## config.mk

```make
export PLATFORM = sky130hd
export DESIGN_NAME = cpu_bus_arbiter_flat
export DESIGN_NICKNAME = d
export VERILOG_FILES = /design/src/rtl/cpu_bus_arbiter_if.sv /design/src/rtl/cpu_bus_arbiter.sv /design/src/flat_wrapper.sv
export SDC_FILE = /design/constraint.sdc
export NUM_CORES = 1
export LEC_CHECK = 0
export CAP_MARGIN = 20
export CORE_MARGIN = 2
export CORE_UTILIZATION = 25
export CTS_BUF_LIST = sky130_fd_sc_hd__clkbuf_8
export CTS_CLUSTER_SIZE = 30
export DETAILED_ROUTE_END_ITERATION = 6
export SLEW_MARGIN = 20
export SYNTH_ARGS = -nofsm -noshare
export SYNTH_HDL_FRONTEND = slang
export SYNTH_SLANG_ARGS = --single-unit
```

## constraint.sdc

```tcl
create_clock -name i_clock -period 3.75 [get_ports i_clock]
set_input_delay 0.375 -clock i_clock [delete_from_list [all_inputs] [get_ports i_clock]]
set_output_delay 0.375 -clock i_clock [all_outputs]
set_load 0.05 [all_outputs]
```

## src/rtl/cpu_bus_arbiter_if.sv

```systemverilog
// Bus bundle between the CPU ibus/dbus ports, the arbiter and the shared system bus.
// The slave modport is the arbiter's view; master is the CPU/memory side.
interface cpu_bus_arbiter_if;
   logic        i_ibus_request;
   logic        o_ibus_ready;
   logic [31:0] i_ibus_address;
   logic [31:0] o_ibus_rdata;
   logic        i_dbus_rw;
   logic        i_dbus_request;
   logic        o_dbus_ready;
   logic [31:0] i_dbus_address;
   logic [31:0] i_dbus_wdata;
   logic [31:0] o_dbus_rdata;
   logic        o_bus_rw;
   logic        o_bus_request;
   logic        i_bus_ready;
   logic [31:0] o_bus_address;
   logic [31:0] i_bus_rdata;
   logic [31:0] o_bus_wdata;

   modport slave (
      input  i_ibus_request, i_ibus_address, i_dbus_rw, i_dbus_request,
             i_dbus_address, i_dbus_wdata, i_bus_ready, i_bus_rdata,
      output o_ibus_ready, o_ibus_rdata, o_dbus_ready, o_dbus_rdata,
             o_bus_rw, o_bus_request, o_bus_address, o_bus_wdata
   );

   modport master (
      output i_ibus_request, i_ibus_address, i_dbus_rw, i_dbus_request,
             i_dbus_address, i_dbus_wdata, i_bus_ready, i_bus_rdata,
      input  o_ibus_ready, o_ibus_rdata, o_dbus_ready, o_dbus_rdata,
             o_bus_rw, o_bus_request, o_bus_address, o_bus_wdata
   );
endinterface

```

## src/rtl/cpu_bus_arbiter.sv

```systemverilog
// ibus/dbus arbiter onto one memory bus: dbus priority with an ibus starvation limit.
// Optional GRANT watchdog enabled by macro CPU_BUS_ARBITER_TIMEOUT_EN.
//
// state | meaning
// IDLE  | waiting for a request; arbitration and bus latch happen here
// GRANT | bus cycle in flight, waiting for i_bus_ready
// ACK   | ready pulse visible to the requester; back to IDLE next
module cpu_bus_arbiter #(
   parameter int unsigned STARVE_LIMIT   = 4,
   parameter int unsigned TIMEOUT_CYCLES = 1024
) (
   input  logic             i_clock,
   input  logic             i_reset,
   cpu_bus_arbiter_if.slave bus,
   output logic [1:0]       o_grant,
   output logic             o_timeout
);
   if (STARVE_LIMIT < 1 || STARVE_LIMIT > 15 || TIMEOUT_CYCLES < 2 || TIMEOUT_CYCLES > 65535) begin : g_param_check
      $error("cpu_bus_arbiter: parameter out of range");
   end

   typedef enum logic [1:0] {IDLE, GRANT, ACK} state_t;

   localparam logic [3:0] STARVE_MAX = 4'(STARVE_LIMIT);
   localparam logic [1:0] G_NONE     = 2'b00;
   localparam logic [1:0] G_IBUS     = 2'b01;
   localparam logic [1:0] G_DBUS     = 2'b10;

   state_t      r_state,       w_state_nxt;
   logic [3:0]  r_starve,      w_starve_nxt;
   logic [1:0]  r_grant,       w_grant_nxt;
   logic        r_bus_request, w_bus_request_nxt;
   logic        r_bus_rw,      w_bus_rw_nxt;
   logic [31:0] r_bus_address, w_bus_address_nxt;
   logic [31:0] r_bus_wdata,   w_bus_wdata_nxt;
   logic        r_ibus_ready,  w_ibus_ready_nxt;
   logic [31:0] r_ibus_rdata,  w_ibus_rdata_nxt;
   logic        r_dbus_ready,  w_dbus_ready_nxt;
   logic [31:0] r_dbus_rdata,  w_dbus_rdata_nxt;
   logic        w_cpl_en;
   logic [31:0] w_cpl_data;

`ifdef CPU_BUS_ARBITER_TIMEOUT_EN
   localparam logic [15:0] TMO_LAST = 16'(TIMEOUT_CYCLES - 1);
   logic [15:0] r_tmo_cnt, w_tmo_cnt_nxt;
   logic        r_timeout, w_timeout_nxt;
`endif

   always_comb begin
      w_state_nxt       = r_state;
      w_starve_nxt      = r_starve;
      w_grant_nxt       = r_grant;
      w_bus_request_nxt = r_bus_request;
      w_bus_rw_nxt      = r_bus_rw;
      w_bus_address_nxt = r_bus_address;
      w_bus_wdata_nxt   = r_bus_wdata;
      w_ibus_ready_nxt  = r_ibus_ready;
      w_ibus_rdata_nxt  = r_ibus_rdata;
      w_dbus_ready_nxt  = r_dbus_ready;
      w_dbus_rdata_nxt  = r_dbus_rdata;
      w_cpl_en          = 1'b0;
      w_cpl_data        = bus.i_bus_rdata;
`ifdef CPU_BUS_ARBITER_TIMEOUT_EN
      w_tmo_cnt_nxt     = r_tmo_cnt;
      w_timeout_nxt     = r_timeout;
`endif
      unique case (r_state)
         IDLE: begin
`ifdef CPU_BUS_ARBITER_TIMEOUT_EN
            w_tmo_cnt_nxt = '0;
`endif
            // dbus wins unless ibus has been passed over STARVE_LIMIT times in a row
            if (bus.i_dbus_request && (!bus.i_ibus_request || (r_starve < STARVE_MAX))) begin
               w_starve_nxt      = bus.i_ibus_request ? r_starve + 4'd1 : 4'd0;
               w_grant_nxt       = G_DBUS;
               w_bus_request_nxt = 1'b1;
               w_bus_rw_nxt      = bus.i_dbus_rw;
               w_bus_address_nxt = bus.i_dbus_address;
               w_bus_wdata_nxt   = bus.i_dbus_wdata;
               w_state_nxt       = GRANT;
            end else if (bus.i_ibus_request) begin
               w_starve_nxt      = 4'd0;
               w_grant_nxt       = G_IBUS;
               w_bus_request_nxt = 1'b1;
               w_bus_rw_nxt      = 1'b0;
               w_bus_address_nxt = bus.i_ibus_address;
               w_bus_wdata_nxt   = '0;
               w_state_nxt       = GRANT;
            end
         end
         GRANT: begin
            if (bus.i_bus_ready) begin
               w_cpl_en = 1'b1;
            end
`ifdef CPU_BUS_ARBITER_TIMEOUT_EN
            else if (r_tmo_cnt == TMO_LAST) begin
               w_cpl_en      = 1'b1;
               w_cpl_data    = 32'hFFFF_FFFF;
               w_timeout_nxt = 1'b1;
            end else begin
               w_tmo_cnt_nxt = r_tmo_cnt + 16'd1;
            end
`endif
         end
         ACK: begin
            w_ibus_ready_nxt = 1'b0;
            w_dbus_ready_nxt = 1'b0;
            w_grant_nxt      = G_NONE;
            w_state_nxt      = IDLE;
         end
         default: w_state_nxt = IDLE;
      endcase

      if (w_cpl_en) begin
         w_bus_request_nxt = 1'b0;
         w_state_nxt       = ACK;
         if (r_grant == G_IBUS) begin
            w_ibus_ready_nxt = 1'b1;
            w_ibus_rdata_nxt = w_cpl_data;
         end else begin
            w_dbus_ready_nxt = 1'b1;
            w_dbus_rdata_nxt = w_cpl_data;
         end
      end
   end

   always_ff @(posedge i_clock) begin
      if (!i_reset) begin
         r_state       <= IDLE;
         r_starve      <= '0;
         r_grant       <= G_NONE;
         r_bus_request <= 1'b0;
         r_bus_rw      <= 1'b0;
         r_bus_address <= '0;
         r_bus_wdata   <= '0;
         r_ibus_ready  <= 1'b0;
         r_ibus_rdata  <= '0;
         r_dbus_ready  <= 1'b0;
         r_dbus_rdata  <= '0;
`ifdef CPU_BUS_ARBITER_TIMEOUT_EN
         r_tmo_cnt     <= '0;
         r_timeout     <= 1'b0;
`endif
      end else begin
         r_state       <= w_state_nxt;
         r_starve      <= w_starve_nxt;
         r_grant       <= w_grant_nxt;
         r_bus_request <= w_bus_request_nxt;
         r_bus_rw      <= w_bus_rw_nxt;
         r_bus_address <= w_bus_address_nxt;
         r_bus_wdata   <= w_bus_wdata_nxt;
         r_ibus_ready  <= w_ibus_ready_nxt;
         r_ibus_rdata  <= w_ibus_rdata_nxt;
         r_dbus_ready  <= w_dbus_ready_nxt;
         r_dbus_rdata  <= w_dbus_rdata_nxt;
`ifdef CPU_BUS_ARBITER_TIMEOUT_EN
         r_tmo_cnt     <= w_tmo_cnt_nxt;
         r_timeout     <= w_timeout_nxt;
`endif
      end
   end

   assign bus.o_ibus_ready  = r_ibus_ready;
   assign bus.o_ibus_rdata  = r_ibus_rdata;
   assign bus.o_dbus_ready  = r_dbus_ready;
   assign bus.o_dbus_rdata  = r_dbus_rdata;
   assign bus.o_bus_rw      = r_bus_rw;
   assign bus.o_bus_request = r_bus_request;
   assign bus.o_bus_address = r_bus_address;
   assign bus.o_bus_wdata   = r_bus_wdata;
   assign o_grant           = r_grant;
`ifdef CPU_BUS_ARBITER_TIMEOUT_EN
   assign o_timeout         = r_timeout;
`else
   assign o_timeout         = 1'b0;
`endif
endmodule
```

## src/flat_wrapper.sv

```systemverilog
// flat-port wrapper written by rule: the top's interface ports become plain ports
module cpu_bus_arbiter_flat 
#(
   parameter int unsigned STARVE_LIMIT   = 4,
   parameter int unsigned TIMEOUT_CYCLES = 1024
)
  (i_clock, i_reset, o_grant, o_timeout, bus_i_ibus_request, bus_i_ibus_address, bus_i_dbus_rw, bus_i_dbus_request, bus_i_dbus_address, bus_i_dbus_wdata, bus_i_bus_ready, bus_i_bus_rdata, bus_o_ibus_ready, bus_o_ibus_rdata, bus_o_dbus_ready, bus_o_dbus_rdata, bus_o_bus_rw, bus_o_bus_request, bus_o_bus_address, bus_o_bus_wdata);
  cpu_bus_arbiter_if bus_i ();
  input  logic i_clock;
  input  logic i_reset;
  output logic [1:0] o_grant;
  output logic o_timeout;
  input wire logic [$bits(bus_i.i_ibus_request)-1:0] bus_i_ibus_request;
  input wire logic [$bits(bus_i.i_ibus_address)-1:0] bus_i_ibus_address;
  input wire logic [$bits(bus_i.i_dbus_rw)-1:0] bus_i_dbus_rw;
  input wire logic [$bits(bus_i.i_dbus_request)-1:0] bus_i_dbus_request;
  input wire logic [$bits(bus_i.i_dbus_address)-1:0] bus_i_dbus_address;
  input wire logic [$bits(bus_i.i_dbus_wdata)-1:0] bus_i_dbus_wdata;
  input wire logic [$bits(bus_i.i_bus_ready)-1:0] bus_i_bus_ready;
  input wire logic [$bits(bus_i.i_bus_rdata)-1:0] bus_i_bus_rdata;
  output wire logic [$bits(bus_i.o_ibus_ready)-1:0] bus_o_ibus_ready;
  output wire logic [$bits(bus_i.o_ibus_rdata)-1:0] bus_o_ibus_rdata;
  output wire logic [$bits(bus_i.o_dbus_ready)-1:0] bus_o_dbus_ready;
  output wire logic [$bits(bus_i.o_dbus_rdata)-1:0] bus_o_dbus_rdata;
  output wire logic [$bits(bus_i.o_bus_rw)-1:0] bus_o_bus_rw;
  output wire logic [$bits(bus_i.o_bus_request)-1:0] bus_o_bus_request;
  output wire logic [$bits(bus_i.o_bus_address)-1:0] bus_o_bus_address;
  output wire logic [$bits(bus_i.o_bus_wdata)-1:0] bus_o_bus_wdata;
  assign bus_i.i_ibus_request = bus_i_ibus_request;
  assign bus_i.i_ibus_address = bus_i_ibus_address;
  assign bus_i.i_dbus_rw = bus_i_dbus_rw;
  assign bus_i.i_dbus_request = bus_i_dbus_request;
  assign bus_i.i_dbus_address = bus_i_dbus_address;
  assign bus_i.i_dbus_wdata = bus_i_dbus_wdata;
  assign bus_i.i_bus_ready = bus_i_bus_ready;
  assign bus_i.i_bus_rdata = bus_i_bus_rdata;
  assign bus_o_ibus_ready = bus_i.o_ibus_ready;
  assign bus_o_ibus_rdata = bus_i.o_ibus_rdata;
  assign bus_o_dbus_ready = bus_i.o_dbus_ready;
  assign bus_o_dbus_rdata = bus_i.o_dbus_rdata;
  assign bus_o_bus_rw = bus_i.o_bus_rw;
  assign bus_o_bus_request = bus_i.o_bus_request;
  assign bus_o_bus_address = bus_i.o_bus_address;
  assign bus_o_bus_wdata = bus_i.o_bus_wdata;
  cpu_bus_arbiter #(.STARVE_LIMIT(STARVE_LIMIT), .TIMEOUT_CYCLES(TIMEOUT_CYCLES)) u_core (.i_clock(i_clock), .i_reset(i_reset), .bus(bus_i), .o_grant(o_grant), .o_timeout(o_timeout));
endmodule
```

== After elaboration in Yosys (flattened, before gate mapping) ==
Cells that the tools add are included.
Operators by class
  bitwise gates (word level): 3
  reduce and logical (&&, ||, !) cells: 13
  magnitude comparators: 1
  multiplexer cells: 25
  $add $sub $neg: 1
  equal/unequal tests: 6
Operators with widths (count)
  2-to-1 mux 32 bit: 4
  2-to-1 mux 1 bit: 12
  2-to-1 mux 4 bit: 3
  AND reduction 2 bit: 6
  2-to-1 mux 2 bit: 4
  one-hot mux 2 bit (2 select lines): 2
  adder 4 x 1 -> 4 bit, second input constant: 1
  == test 2 x 1 -> 1 bit, second input constant: 2
  < comparator 4 x 3 -> 1 bit, second input constant: 1
  != test 4 x 2 -> 1 bit, second input constant: 1
  nonzero test 2 bit: 2
  != test 3 x 2 -> 1 bit, second input constant: 1
  inverter 1 bit: 3
  == test 2 bit, second input constant: 1
  logical NOT 2 bit: 1
  != test 2 x 1 -> 1 bit, second input constant: 1
  OR reduction 2 bit: 1
  logical AND 1 bit: 1
  logical NOT 1 bit: 1
  logical OR 1 bit: 1
Storage, ports and cells
  output and inout port bits: 135
  logic and storage cells: 61
  input port bits: 134
  bits in registers: 140

== Depth between registers and ports, before layout ==
  depth after elaboration: 6
  gate-level depth with buffers: 7
  mapped depth without buffers: 4

== Worst setup path before layout ==
Ideal clock, no wire load.
  kind: reg2reg
  start point: reg u_core.r_grant[0], in the netlist u_core.o_grant[0]
  end point: reg u_core.r_dbus_rdata[24], in the netlist u_core.bus.o_dbus_rdata[24]
  arrival: 1.543 ns
  period minus slack after synthesis: 1.614 ns
  path buffers: 2
  stages on the path, launching flop included: 6
  data required time: 3.680 ns
  setup time: 0.070 ns
  slack: 2.136 ns
  path through: dfxtp_1 > nor2b_1 > buf_2 > clkbuf_1 > o21ai_0 > a21oi_1
On the way
  word-level cells in the longest chain between the ends: 3
Ends and longest elaborated chain
  start: declaration: line cpu_bus_arbiter.sv:31  | logic [1:0] r_grant, w_grant_nxt;
  start signal: assignment: line cpu_bus_arbiter.sv:147  | r_grant <= w_grant_nxt;
  == test 2 x 1 -> 1 bit: line cpu_bus_arbiter.sv:117  | if (r_grant == G_IBUS) begin
  inverter 1 bit (no source line)
  AND reduction 2 bit (no source line)
  end signal: assignment: line cpu_bus_arbiter.sv:155  | r_dbus_rdata <= w_dbus_rdata_nxt;
  end: declaration: line cpu_bus_arbiter.sv:39  | logic [31:0] r_dbus_rdata, w_dbus_rdata_nxt;
Every way passes these cells.
A chain may end at the register's enable or synchronous reset.

== Final worst setup path ==
  start point: in bus_i_ibus_request
  end point: reg u_core.r_bus_address[6], in the netlist u_core.bus.o_bus_address[6]
On the way
  word-level cells in the longest chain between the ends: 5
  elaborated cells on any way between the ends: 6
  those cells by class: mux: 1; reduce/logical: 5
Ends and longest elaborated chain
  start: declaration: line flat_wrapper.sv:13  | input wire logic [$bits(bus_i.i_ibus_request)-1:0] bus_i_ibus_request;
  logical NOT 1 bit: line cpu_bus_arbiter.sv:73  | if (bus.i_dbus_request && (!bus.i_ibus_request || (r_starve < STARVE_MAX))) begin
  logical OR 1 bit: line cpu_bus_arbiter.sv:73
  logical AND 1 bit: line cpu_bus_arbiter.sv:73
  nonzero test 2 bit (no source line)
  AND reduction 2 bit (no source line)
  end signal: assignment: line cpu_bus_arbiter.sv:150  | r_bus_address <= w_bus_address_nxt;
  end: declaration: line cpu_bus_arbiter.sv:34  | logic [31:0] r_bus_address, w_bus_address_nxt;
Several ways; a longest one is shown, not always the timed one.

==> metrics.csv <==
metric,value,unit
cts_buffer_depth,2,
maxSlewHeadroom,43.00,%
syn_avg_cell_area,8.710,sq um
outcome,"complete, no violations",
cts-root-buf,clkbuf_8,
ys_types,41,
ff2ff_path_depth,5,
place_area,8867,sq um
worstHoldEndpoint,u_core.bus.o_dbus_rdata[20],
pre_cts_slack,1.034,ns
wl_per_cell,17.30,um
synthesis.nets,829,
final_cell_area,9263,sq um
die-width,159.5,um
cts_tree,yes,
ys_seq_area_share,46.37,%
ys_seq_elements,140,
h-tree-depth,4,
hold_ws,0.4743,ns
post-cts-setup-buffers,0,
endpoint_kind,flip-flop,
rows,56,
synth_cells,694,
routabilityCongestion,0.7222,
dieArea,25440,sq um
drc,0,
rrSetupSlack,1.50,ns
hold_class,flip-flop to flip-flop,
worstReg2RegEnd,u_core.bus.o_bus_address[6],
via_per_inst,4.982,
syn_area,6045,sq um
clock_latency,0.45,ns
hold_viol_final,0,
fillCellCount,2414,
crit_path_max_incr_delay,0.63,ns
timing.final.max_slew_violations,0,
multiInputGateArea,2839,sq um
rsz0062_at_grt,no,
fin_nets,1039,
finalCritPeriodShare,60.16,%
wirelength,21.38,mm
synth_edf_count,0,
final_util,39.23,%
arrival,2.59,ns
p_per_area,415.8,nW/um^2
drive_gt1_share,6.870,%
hold_depth,2,
antenna_found_initial,1,
critPathKind,primary input to flip-flop,
cap_violations,0,
area_growth,53.24,%
cp_data_required_time,4.08,ns
clock_sink_count,140,
dr.pass1.iters,4,
min_period,2.256,ns
cts-resized-gates,0,
diodes,0,
grt-ovfl-total,0,
worstPathCellList,clkdlybuf4s50_1 -> o21ai_4 -> buf_16 -> buf_4 -> a21boi_0 -> o311a_1,
async_flop_share,0,%
skew,0.01352,ns
final_cell_mix,"clkdlybuf4s50_1 (266), dfxtp_1 (140), a21oi_1 (101), nand3_1 (65), o21ai_1 (56)",
min_from,u_core.bus.o_dbus_rdata[20],
worst_pin_slew,0.8550,ns
ir_drop,0.1916,mV
clk_pin_slew,0.08,ns
critPathSlowestCell,clkdlybuf4s50_1,
ys_top_cells_by_area,"dfxtp_1 (46%), a21oi_1 (8.4%), nand3_1 (5.4%)",
cp_max_fo,38,
stdcell_count,1236,
grt_max_degree,67,
netlist.area_leader.share,46.37,%
dp_cells,1204,
grt_pass1_wl,33.79,mm
die_h,159.5,um
io_pins,269,
synthFlopType,dfxtp_1,
cts_buffers,17,
grtUsageTotal,16.36,%
p_total,3.851,mW
final_common_cell,clkdlybuf4s50_1,
fin_tns_setup,0,ns
drt_iter0_drc,352,
synth_warnings,0,
dp_hpwl,13.84,mm
setup_violations,0,
synth_area_leader_cell,dfxtp_1,
start_util,25.60,%
timing.final.ws_setup,1.494,ns
port_buffers,267,
vias,6158,
final-seq-area,2803,sq um
core,23610,sq um
max_freq,443.3,MHz
antenna_left,0,
cp-start-kind,primary input,
cts_hold_buf,0,
grt_pass1_vias,5987,
leakagePower,3.274,nW
rr_startpoint,u_core.r_starve[3],
[power breakdown]
group / switching, mW / internal (mW) / total (mW)
Combinational: 0.593 / 0.385 / 0.978
Clock: 0.640 / 0.612 / 1.25
Sequential: 0.0499 / 1.57 / 1.62
Total: 1.28 / 2.57 / 3.85
[worst max-delay path by stage]
| stage | startpoint | to | slack, ns | cells past startpoint |
|---|---|---|---|---|
| after CTS | u_core.r_starve[3] | u_core.bus.o_bus_address[6] | 1.49 | 5 |
| after detailed placement | bus_i_ibus_request | u_core.bus.o_bus_address[6] | 1.03 | 6 |
| after floorplan | u_core.o_grant[0] | u_core.bus.o_dbus_rdata[24] | 2.14 | 5 |
| after global routing | u_core.r_starve[3] | u_core.bus.o_bus_address[6] | 1.31 | 5 |
| after global placement | bus_i_ibus_request | u_core.bus.o_bus_address[2] | 1.00 | 5 |
| final | bus_i_ibus_request | u_core.bus.o_bus_address[6] | 1.49 | 6 |
[cells in the mapped netlist (all sizes together) (2+ instances only)]
| cell | instances |
|---|---|
| nand3b | 2 |
| a22oi | 2 |
| nand2b | 2 |
| clkbuf | 51 |
| inv | 2 |
| o21bai | 33 |
| nand4 | 35 |
| o311a | 32 |
| dfxtp | 140 |
| nor2 | 5 |
| a21oi | 101 |
| nand3 | 65 |
| buf | 39 |
| and3 | 33 |
| o21ai | 104 |
| nand2 | 2 |
| a21boi | 32 |
[metal layers]
metal	track usage (%)	vias to the layer above	routed length, um
li1	-	3008	-
met4	3.595	2	200
met5	0	-	13
met3	5.991	15	1785
met2	25.99	231	9915
met1	21.21	2902	9461
[logic make-up after synthesis]
kind of cell	Yosys count	synth area share (%)
flops	140	46.37
fa+ha+maj	1	0.2070
buf+inv	92	7.120
other cells	1	0.06204
simple gates	151	14.26
compound gates	309	31.98
[final cells by class]
type	count	share of cell area (%)
Inverter	2	0.09456
Clock buffer	18	2.675
Tap cell	319	4.309
Multi-Input combinational cell	462	30.65
Sequential cell	140	30.26
Clock inverter	14	1.594
Timing Repair Buffer	281	30.42
[critical path, delay by kind of cell]
kind	cells	cell delay, ns
buffers and inverters	3	1.26
AO/OA/AOI/OAI	3	0.93
[registers in the layout, summed over array words and instances, names as in the netlist]
name                      flops
u_core.bus.o_bus_rw           1
u_core.o_grant                2
u_core.bus.o_dbus_rdata      32
u_core.bus.o_ibus_ready       1
u_core.bus.o_dbus_ready       1
u_core.bus.o_bus_address     32
u_core.r_state                2
u_core.bus.o_bus_request      1
u_core.bus.o_bus_wdata       32
u_core.r_starve               4
u_core.bus.o_ibus_rdata      32
Power figures use the tool's default switching activity.
